$ cat config.mk
export PLATFORM = sky130hd
export DESIGN_NAME = plot_arbiter
export DESIGN_NICKNAME = d
export VERILOG_FILES = /design/src/rtl/obstacle_pkg.sv /design/src/rtl/rr_pick.sv /design/src/rtl/plot_arbiter.sv
export SDC_FILE = /design/constraint.sdc
export NUM_CORES = 1
export LEC_CHECK = 0
export ABC_AREA = 1
export BUFFER_PORTS_ARGS = -buffer_cell sky130_fd_sc_hd__buf_2
export CORE_AREA = 2 2 79 81
export DETAILED_ROUTE_END_ITERATION = 12
export DIE_AREA = 0 0 81 83
export GPL_TIMING_DRIVEN = 0
export PLACE_DENSITY = 0.73
export SYNTH_ARGS = -nofsm -noshare
export SYNTH_HDL_FRONTEND = slang
export SYNTH_SLANG_ARGS = --single-unit
$ cat constraint.sdc
create_clock -name clk -period 4.49 [get_ports clk]
set_input_delay 0.449 -clock clk [delete_from_list [all_inputs] [get_ports clk]]
set_output_delay 0.449 -clock clk [all_outputs]
set_load 0.03 [all_outputs]
$ cat src/rtl/obstacle_pkg.sv
// Shared widths, limits and state encoding for the plot arbiter and its helpers.
package obstacle_pkg;

    localparam int unsigned X_W          = 8;
    localparam int unsigned Y_W          = 7;
    localparam int unsigned C_W          = 3;
    localparam int unsigned N_REQ        = 3;
    localparam int unsigned LOCK_TIMEOUT = 16;
    localparam int unsigned IDX_W        = 2;
    localparam int unsigned CNT_W        = $clog2(LOCK_TIMEOUT);

    typedef enum logic {
        IDLE   = 1'b0,
        LOCKED = 1'b1
    } state_e;

    // Requester index incremented modulo N_REQ.
    function automatic logic [IDX_W-1:0] next_idx(input logic [IDX_W-1:0] idx);
        return (idx >= IDX_W'(N_REQ - 1)) ? '0 : idx + 1'b1;
    endfunction

    function automatic logic [N_REQ-1:0] to_onehot(input logic [IDX_W-1:0] idx);
        logic [N_REQ-1:0] oh;
        oh      = '0;
        oh[idx] = 1'b1;
        return oh;
    endfunction

endpackage

$ cat src/rtl/rr_pick.sv
// Combinational round-robin picker: first requester at or above ptr, wrapping modulo N_REQ.
module rr_pick
    import obstacle_pkg::*;
(
    input  logic [N_REQ-1:0] req_i,
    input  logic [IDX_W-1:0] ptr_i,
    output logic [N_REQ-1:0] gnt_o
);

    logic [IDX_W-1:0] idx;
    logic             found;

    always_comb begin
        gnt_o = '0;
        found = 1'b0;
        idx   = ptr_i;
        for (int unsigned k = 0; k < N_REQ; k++) begin
            if (!found && req_i[idx]) begin
                gnt_o[idx] = 1'b1;
                found      = 1'b1;
            end
            idx = next_idx(idx);
        end
    end

endmodule

$ cat src/rtl/plot_arbiter.sv
// Three-way frame-buffer arbiter with lock ownership, lock timeout and a tagged read return.
module plot_arbiter
    import obstacle_pkg::*;
(
    input  logic             clk,
    input  logic             reset,
    input  logic [N_REQ-1:0] req,
    input  logic [N_REQ-1:0] we,
    input  logic [N_REQ-1:0] lock,
    input  logic [X_W-1:0]   x0,
    input  logic [X_W-1:0]   x1,
    input  logic [X_W-1:0]   x2,
    input  logic [Y_W-1:0]   y0,
    input  logic [Y_W-1:0]   y1,
    input  logic [Y_W-1:0]   y2,
    input  logic [C_W-1:0]   c0,
    input  logic [C_W-1:0]   c1,
    input  logic [C_W-1:0]   c2,
    output logic [N_REQ-1:0] gnt,
    output logic [X_W-1:0]   x,
    output logic [Y_W-1:0]   y,
    output logic [C_W-1:0]   plot_color,
    output logic             plot,
    input  logic [C_W-1:0]   image_color,
    output logic [N_REQ-1:0] rvalid,
    output logic [C_W-1:0]   rdata
);

    state_e           state_q, state_d;
    logic [IDX_W-1:0] ptr_q, ptr_d;
    logic [IDX_W-1:0] owner_q, owner_d;
    logic [CNT_W-1:0] cnt_q, cnt_d;

    logic [X_W-1:0]   x_q, x_d;
    logic [Y_W-1:0]   y_q, y_d;
    logic [C_W-1:0]   color_q, color_d;
    logic             plot_q, plot_d;

    logic             s1_v_q, s1_v_d, s2_v_q, s2_v_d;
    logic [IDX_W-1:0] s1_idx_q, s1_idx_d, s2_idx_q, s2_idx_d;
    logic [C_W-1:0]   rdata_q, rdata_d;

    logic [X_W-1:0]   x_in [N_REQ];
    logic [Y_W-1:0]   y_in [N_REQ];
    logic [C_W-1:0]   c_in [N_REQ];

    logic             timeout_now;
    logic [IDX_W-1:0] pick_ptr;
    logic [N_REQ-1:0] pick_gnt;
    logic [N_REQ-1:0] gnt_int;
    logic             gnt_any;
    logic [IDX_W-1:0] gnt_idx;

    assign x_in = '{x0, x1, x2};
    assign y_in = '{y0, y1, y2};
    assign c_in = '{c0, c1, c2};

    // The 16th idle owner cycle reopens arbitration immediately, starting after the owner.
    always_comb begin
        timeout_now = (state_q == LOCKED) && !req[owner_q]
                      && (cnt_q == CNT_W'(LOCK_TIMEOUT - 1));
        pick_ptr    = (state_q == LOCKED) ? next_idx(owner_q) : ptr_q;
    end

    rr_pick u_rr_pick (
        .req_i (req),
        .ptr_i (pick_ptr),
        .gnt_o (pick_gnt)
    );

    always_comb begin
        gnt_int = '0;
        if (!reset) begin
            gnt_int = '0;
        end else if (state_q == IDLE || timeout_now) begin
            gnt_int = pick_gnt;
        end else if (req[owner_q]) begin
            gnt_int = to_onehot(owner_q);
        end
    end

    assign gnt     = gnt_int;
    assign gnt_any = |gnt_int;

    always_comb begin
        gnt_idx = '0;
        for (int unsigned i = 0; i < N_REQ; i++) begin
            if (gnt_int[i]) begin
                gnt_idx = IDX_W'(i);
            end
        end
    end

    always_comb begin
        state_d = state_q;
        ptr_d   = ptr_q;
        owner_d = owner_q;
        cnt_d   = cnt_q;
        if (gnt_any) begin
            cnt_d = '0;
            if (lock[gnt_idx]) begin
                state_d = LOCKED;
                owner_d = gnt_idx;
            end else begin
                state_d = IDLE;
                ptr_d   = next_idx(gnt_idx);
            end
        end else if (state_q == LOCKED) begin
            if (!lock[owner_q] || timeout_now) begin
                state_d = IDLE;
                ptr_d   = next_idx(owner_q);
                cnt_d   = '0;
            end else begin
                cnt_d = cnt_q + 1'b1;
            end
        end
    end

    always_comb begin
        x_d     = x_q;
        y_d     = y_q;
        color_d = color_q;
        plot_d  = 1'b0;
        if (gnt_any) begin
            x_d     = x_in[gnt_idx];
            y_d     = y_in[gnt_idx];
            color_d = c_in[gnt_idx];
            plot_d  = we[gnt_idx];
        end
    end

    // Read tag travels two stages; image_color is captured as the tag leaves stage 1.
    always_comb begin
        s1_v_d   = gnt_any && !we[gnt_idx];
        s1_idx_d = gnt_idx;
        s2_v_d   = s1_v_q;
        s2_idx_d = s1_idx_q;
        rdata_d  = s1_v_q ? image_color : rdata_q;
    end

    always_ff @(posedge clk or negedge reset) begin
        if (!reset) begin
            state_q  <= IDLE;
            ptr_q    <= '0;
            owner_q  <= '0;
            cnt_q    <= '0;
            x_q      <= '0;
            y_q      <= '0;
            color_q  <= '0;
            plot_q   <= 1'b0;
            s1_v_q   <= 1'b0;
            s1_idx_q <= '0;
            s2_v_q   <= 1'b0;
            s2_idx_q <= '0;
            rdata_q  <= '0;
        end else begin
            state_q  <= state_d;
            ptr_q    <= ptr_d;
            owner_q  <= owner_d;
            cnt_q    <= cnt_d;
            x_q      <= x_d;
            y_q      <= y_d;
            color_q  <= color_d;
            plot_q   <= plot_d;
            s1_v_q   <= s1_v_d;
            s1_idx_q <= s1_idx_d;
            s2_v_q   <= s2_v_d;
            s2_idx_q <= s2_idx_d;
            rdata_q  <= rdata_d;
        end
    end

    assign x          = x_q;
    assign y          = y_q;
    assign plot_color = color_q;
    assign plot       = plot_q;
    assign rvalid     = s2_v_q ? to_onehot(s2_idx_q) : '0;
    assign rdata      = rdata_q;

endmodule

# Word-level counts from Yosys, hierarchy flattened
# Cells that the tools add are included.
[classes] add_sub_neg=5 n_bitwise=4 n_reduce_logical=22 muxes=61 order_cmp=16 eq_ne=2
[ops] cell="$mux W3" n=9
[ops] cell="$mux W1" n=20
[ops] cell="$mux W2" n=10
[ops] cell="$lt A2 B3 Y1 const B" n=6
[ops] cell="$bmux W8 S2" n=1
[ops] cell="$mux W8" n=2
[ops] cell="$bmux W1 S2" n=7
[ops] cell="$bmux W7 S2" n=1
[ops] cell="$mux W7" n=2
[ops] cell="$mux W4" n=3
[ops] cell="$demux W1 S2" n=5
[ops] cell="$ge A2 B1 Y1 const B" n=5
[ops] cell="$logic_and A1 B1 Y1" n=10
[ops] cell="$add A2 B1 Y2 const B" n=4
[ops] cell="$ge A2 B2 Y1 const B" n=4
[ops] cell="$bmux W3 S2" n=1
[ops] cell="$or A3 B3 Y3" n=2
[ops] cell="$logic_not A1 Y1" n=5
[ops] cell="$add A4 B1 Y4 const B" n=1
[ops] cell="$eq A4 B4 Y1 const B" n=1
[ops] cell="$reduce_bool A2 Y1" n=2
[ops] cell="$ge A3 B3 Y1 const B" n=1
[ops] cell="$not A2 Y3" n=1
[ops] cell="$reduce_and A3 Y1" n=1
[ops] cell="5 further kinds" n=6
[totals] in_bits=68 elab_cells=123 regBits=37

# Logic depth before layout (Yosys ltp)
[logic_depth] depth_word=21 ltp_mapped=17

# Cells and area by module
# A second synthesis with hierarchy kept.
[unflattened] cells_unflattened=291 hier_area_um2=2177.1
[by_module_without_submodules] module="plot_arbiter" seq_area_each_um2=925.9 area_per_inst_um2=1976.9 instances=1 cells_per_inst=250
[by_module_without_submodules] module="rr_pick" seq_area_each_um2=0.0 area_per_inst_um2=200.2 instances=1 cells_per_inst=41

# Worst setup path after synthesis
# Ideal clock, no wire load.
[synth_path] path_type="register to output" start="reg owner_q[1]" end="out gnt[2]" n_path_buf=2 path_stages_with_launch=14 slack_ns=2.346 arrival_ns=1.695 required_ns=4.041 path_cell_list="dfrtp_1 > nor2_2 > nand2_2 > nand2_4 > nand2_4 > nand2_1 > nand2_1 > nand2_2 > nand4_1 > nand2_2 > nand2_4 > inv_2 > buf_4 > buf_4"
[synth_via] elab_chain_cells=15
[synth_lines] element="from (decl)" line_no="plot_arbiter.sv:31" source="logic [IDX_W-1:0] owner_q, owner_d;"
[synth_lines] element="from (signal assigned)" line_no="plot_arbiter.sv:159" source="owner_q <= owner_d;"
[synth_lines] element="$add A2 B1 Y2 or $ge A2 B2 Y1 (tied branches)" line_no="obstacle_pkg.sv:19" source="return (idx >= IDX_W'(N_REQ - 1)) ? '0 : idx + 1'b1;"
[synth_lines] element="$mux W2" line_no="obstacle_pkg.sv:19"
[synth_lines] element="$mux W2" line_no="plot_arbiter.sv:62" source="pick_ptr = (state_q == LOCKED) ? next_idx(owner_q) : ptr_q;"
[synth_lines] element="$add A2 B1 Y2 or $ge A2 B2 Y1 (tied branches)" line_no="obstacle_pkg.sv:19"
[synth_lines] element="$mux W2" line_no="obstacle_pkg.sv:19"
[synth_lines] element="$add A2 B1 Y2, or another cell as far along" line_no="obstacle_pkg.sv:19"
[synth_lines] element="$mux W2 or $logic_and A1 B1 Y1 (tied branches)" line_no="obstacle_pkg.sv:19, rr_pick.sv:19"
[synth_lines] element="$lt A2 B3 Y1 (implied by the code), or another cell as far along" line_no="rr_pick.sv:19" source="gnt_o[idx] = 1'b1;"
[synth_lines] element="$logic_and A1 B1 Y1 (implied by the code) or $demux W1 S2 (tied branches)"
[synth_lines] element="$mux W1 (implied by the code) or $or A3 B3 Y3 (tied branches)"
[synth_lines] element="$demux W1 S2 or $mux W3 (tied branches)"
[synth_lines] element="$or A3 B3 Y3 (no line)"
[synth_lines] element="$mux W3" line_no="rr_pick.sv:18" source="if (!found && req_i[idx]) begin"
[synth_lines] element="$mux W3 *" line_no="plot_arbiter.sv:75" source="end else if (state_q == IDLE || timeout_now) begin"
[synth_lines] element="$mux W3 *" line_no="plot_arbiter.sv:73" source="if (!reset) begin"
[synth_lines] element="to (decl)" line_no="plot_arbiter.sv:19" source="output logic [N_REQ-1:0] gnt,"
# Mark *: on every way between the ends. The rest lies on a longest branch, timed or not. The select of a mux whose other input is x is not followed.

# Final worst setup path
# Ends and elaborated chain as after synthesis.

==> summary.md <==
| Metric | Value |
|---|---|
| Outcome | `completed` |
| Clock Latency Late Sink | `0.29 ns` |
| Die area | `6723 um2` |
| Top cell type's share of synthesized area | `40.26%` |
| Buffers on Ports | `95` |
| RR Startpoint | `owner_q[1]` |
| Number of synthesized register bits | `37` |
| H-tree depth | `2` |
| Row cnt | `28` |
| Max Clock Freq | `346.3 MHz` |
| R2R setup slack | `2.29 ns` |
| Critical path data required time | `4.04 ns` |
| WL/cell | `11.94 um` |
| Main synth FF type | `dfrtp_1` |
| Post-synth top cells | `115 x nand2_1, 37 x dfrtp_1, 24 x nand3_1` |
| CTS tree | `yes` |
| Starting Density | `39.54%` |
| Final period util | `64.31%` |
| Core area | `5816 um2` |
| Non-Filler Instances | `472` |
| Pwr Density | `833.6 nW/um2` |
| Most frequent cell after synthesis | `nand2_1` |
| Hold slack | `0.2659 ns` |
| Layout cells sized above 1 | `38.54%` |
| Yosys warnings | `0` |
| Final setup vio count | `0` |
| Sequential cell area fraction in the yosys report | `40.26%` |
| Final Skew | `0.007259 ns` |
| Top Family by Delay on Critical Path | `simple AND/OR/NAND/NOR gates` |
| Number of synthesized flops with an enable pin | `0` |
| Kind of critical path | `flip-flop to primary output` |
| Critical path arrival | `2.44 ns` |
| Initial DRC count | `117` |
| Syn Area/Cell | `7.822 um2` |
| GRT Total Usage | `17.62%` |
| Relative slew margins | `42.61%` |
| CP peak stage delay | `0.43 ns` |
| DRC viols | `0` |
| DRT Pass-1 Iters | `5` |
| Tot Pwr | `2.463 mW` |
| Synth Cell Area | `2300 um2` |
| Total of max-cap violations | `0` |
| Synth Net Count | `363` |
| # nets final | `465` |
| Setup crit start kind | `flip-flop` |
| Post-CTS Setup Repair Bufs | `0` |
| Hold Buf Count CTS | `0` |
| Final Hold Vio Count | `0` |
| CP max-delay cell | `dfrtp_1` |
| Final Core Density | `50.82%` |
| Fill cells | `580` |
| Io pins | `96` |
| Clock sink total | `37` |
| DR vias/cell | `4.792` |
| DIE WIDTH | `81 um` |
| Synth cell types | `38` |
| Mapped Cells | `294` |
| Placed cell count | `464` |
| CP Buf/Inv Count | `4` |
| Peak VDD IR | `0.0004458 V` |
| First-pass GRT wire length | `9459 um` |
| Worst hold path type | `input port to async pin` |
| Area leader, netlist | `dfrtp_1` |
| Crit end category | `primary output` |
| R2R Path End | `x[5]` |
| RSZ-0062 raised after global routing | `no` |
| Antenna violations before repair | `0` |
| Tmin final | `2.888 ns` |
| Slew Limit Fails | `0` |
| RD Place Congestion | `0.8030` |
| Largest net degree at the start of global routing | `41` |
| DRT Wirelength | `5635 um` |
| Synth async-reset ratio | `100.0%` |
| Max FO, Critical Path | `11` |
| Setup TNS Final | `0 ns` |
| Pleak | `1.616 nW` |
| Inserted Clock Buffers | `5` |
| Post-DRT Antenna Nets | `0` |
| Cell Chain, Critical Path | `nor2_2 -> nand2_2 -> nand2_4 -> nand2_4 -> nand2_1 -> nand2_1 -> nand2_2 -> nand4_1 -> nand2_2 -> nand2_4 -> inv_2 -> buf_4 -> buf_4 -> buf_2` |
| Remaining Overflow, GRT | `0` |
| FF-to-FF path depth | `17` |
| HPWL after DPL | `4343 um` |
| Vias in the first global route | `2157` |
| Die Y | `83 um` |
| Area grow syn2layout | `28.51%` |
| Top cells by area, synth | `dfrtp_1 40%, nand2_1 19%, nand3_1 5.2%, nand2_4 4.4%, inv_1 2.8%` |
| Clock slew at reported path FFs | `0.08 ns` |
| Antenna cells | `0` |
| DR vias | `2262` |
| Root Buffer | `clkbuf_8` |
| Clock Tree Buf Depth | `2` |
| Worst Tran Pin Value | `0.8609 ns` |
| Resized Gates After CTS | `0` |
## power breakdown
part           internal (mW)  switching (mW)  total (mW)
combinational          0.560            1.09        1.65
clock                  0.107           0.119       0.226
sequential             0.496          0.0940       0.590
## cell type report
class	count	area (um2)	share of cell area, %
Multi-Input combinational cell	225	1192	40.35
Sequential cell	37	925.9	31.33
Timing Repair Buffer	95	475.5	16.09
Inverter	25	106.4	3.599
Tap cell	75	93.84	3.175
Buffer	7	75.07	2.540
Clock buffer	5	68.82	2.329
Clock inverter	3	17.52	0.5927
## registers in the layout, summed over array words and instances, names as in the netlist
register and flops:
x 8, y 7, cnt_q 4, plot_color 3, rdata 3, owner_q 2, ptr_q 2, s1_idx_q 2
s2_idx_q 2, plot 1, s1_v_q 1, s2_v_q 1, state_q 1
## kinds of logic after synthesis
group,Yosys count,share of synthesized area [%]
DFF,37,40.26
AOI/OAI and AO/OA,25,7.290
buffers and inverters,32,7.889
muxes,3,1.469
and+or+nand+nor,194,41.78
xor gates and xnor gates,2,0.7618
adders and majority gates,1,0.5440
## routing by layer
layer / up-vias / share of wire [%] / global-route usage, %
met4: 0 / 0.64 / 4.314
met3: 4 / 6.5 / 4.130
met5: - / 0 / 0
met2: 60 / 47 / 28.85
li1: 1153 / - / -
met1: 1045 / 46 / 23.29
## worst max path at each step
stage                          start  endpoint  cells after the start
after global placement         reset    gnt[2]                      8
final                     owner_q[1]    gnt[2]                     14
after detailed placement       reset    gnt[2]                      8
after floorplan           owner_q[1]    gnt[2]                     13
after global routing      owner_q[1]    gnt[2]                     14
after CTS                 owner_q[1]    gnt[2]                     14
## worst register-to-register path, delay by kind of cell (launching register included)
family / cells / cell delay (ns)
buffers and inverters: 3 / 0.26
and+or+nand+nor: 14 / 1.41
DFF: 1 / 0.43
## placed cells by master (no fill, tap or decap), types with 2 or more instances in the layout
cell	instances
nand2_2	5
o21ai_1	4
nand2_4	9
nand3_2	3
clkinv_1	3
nand2_1	115
nor2_1	7
inv_2	3
xor2_1	2
buf_8	2
clkinv_2	2
buf_6	2
buf_2	95
a31oi_1	4
or2_2	5
inv_1	17
o211ai_1	3
nor2_2	7
a21oi_1	2
nor2_4	2
nor3b_1	2
nand3_1	24
buf_4	3
nand4_1	10
mux2_2	3
o21ai_0	7
dfrtp_1	37
clkbuf_8	5
## per-stage QoR
stage               cell area [um2]  setup WS (ns)
CTS                            2955          1.603
global route                   2955          1.358
finish                         2955          1.602
global placement               2869          1.868
detailed placement             2869          1.866
floorplan                      2300          2.346
Power figures use the tool's default switching activity.
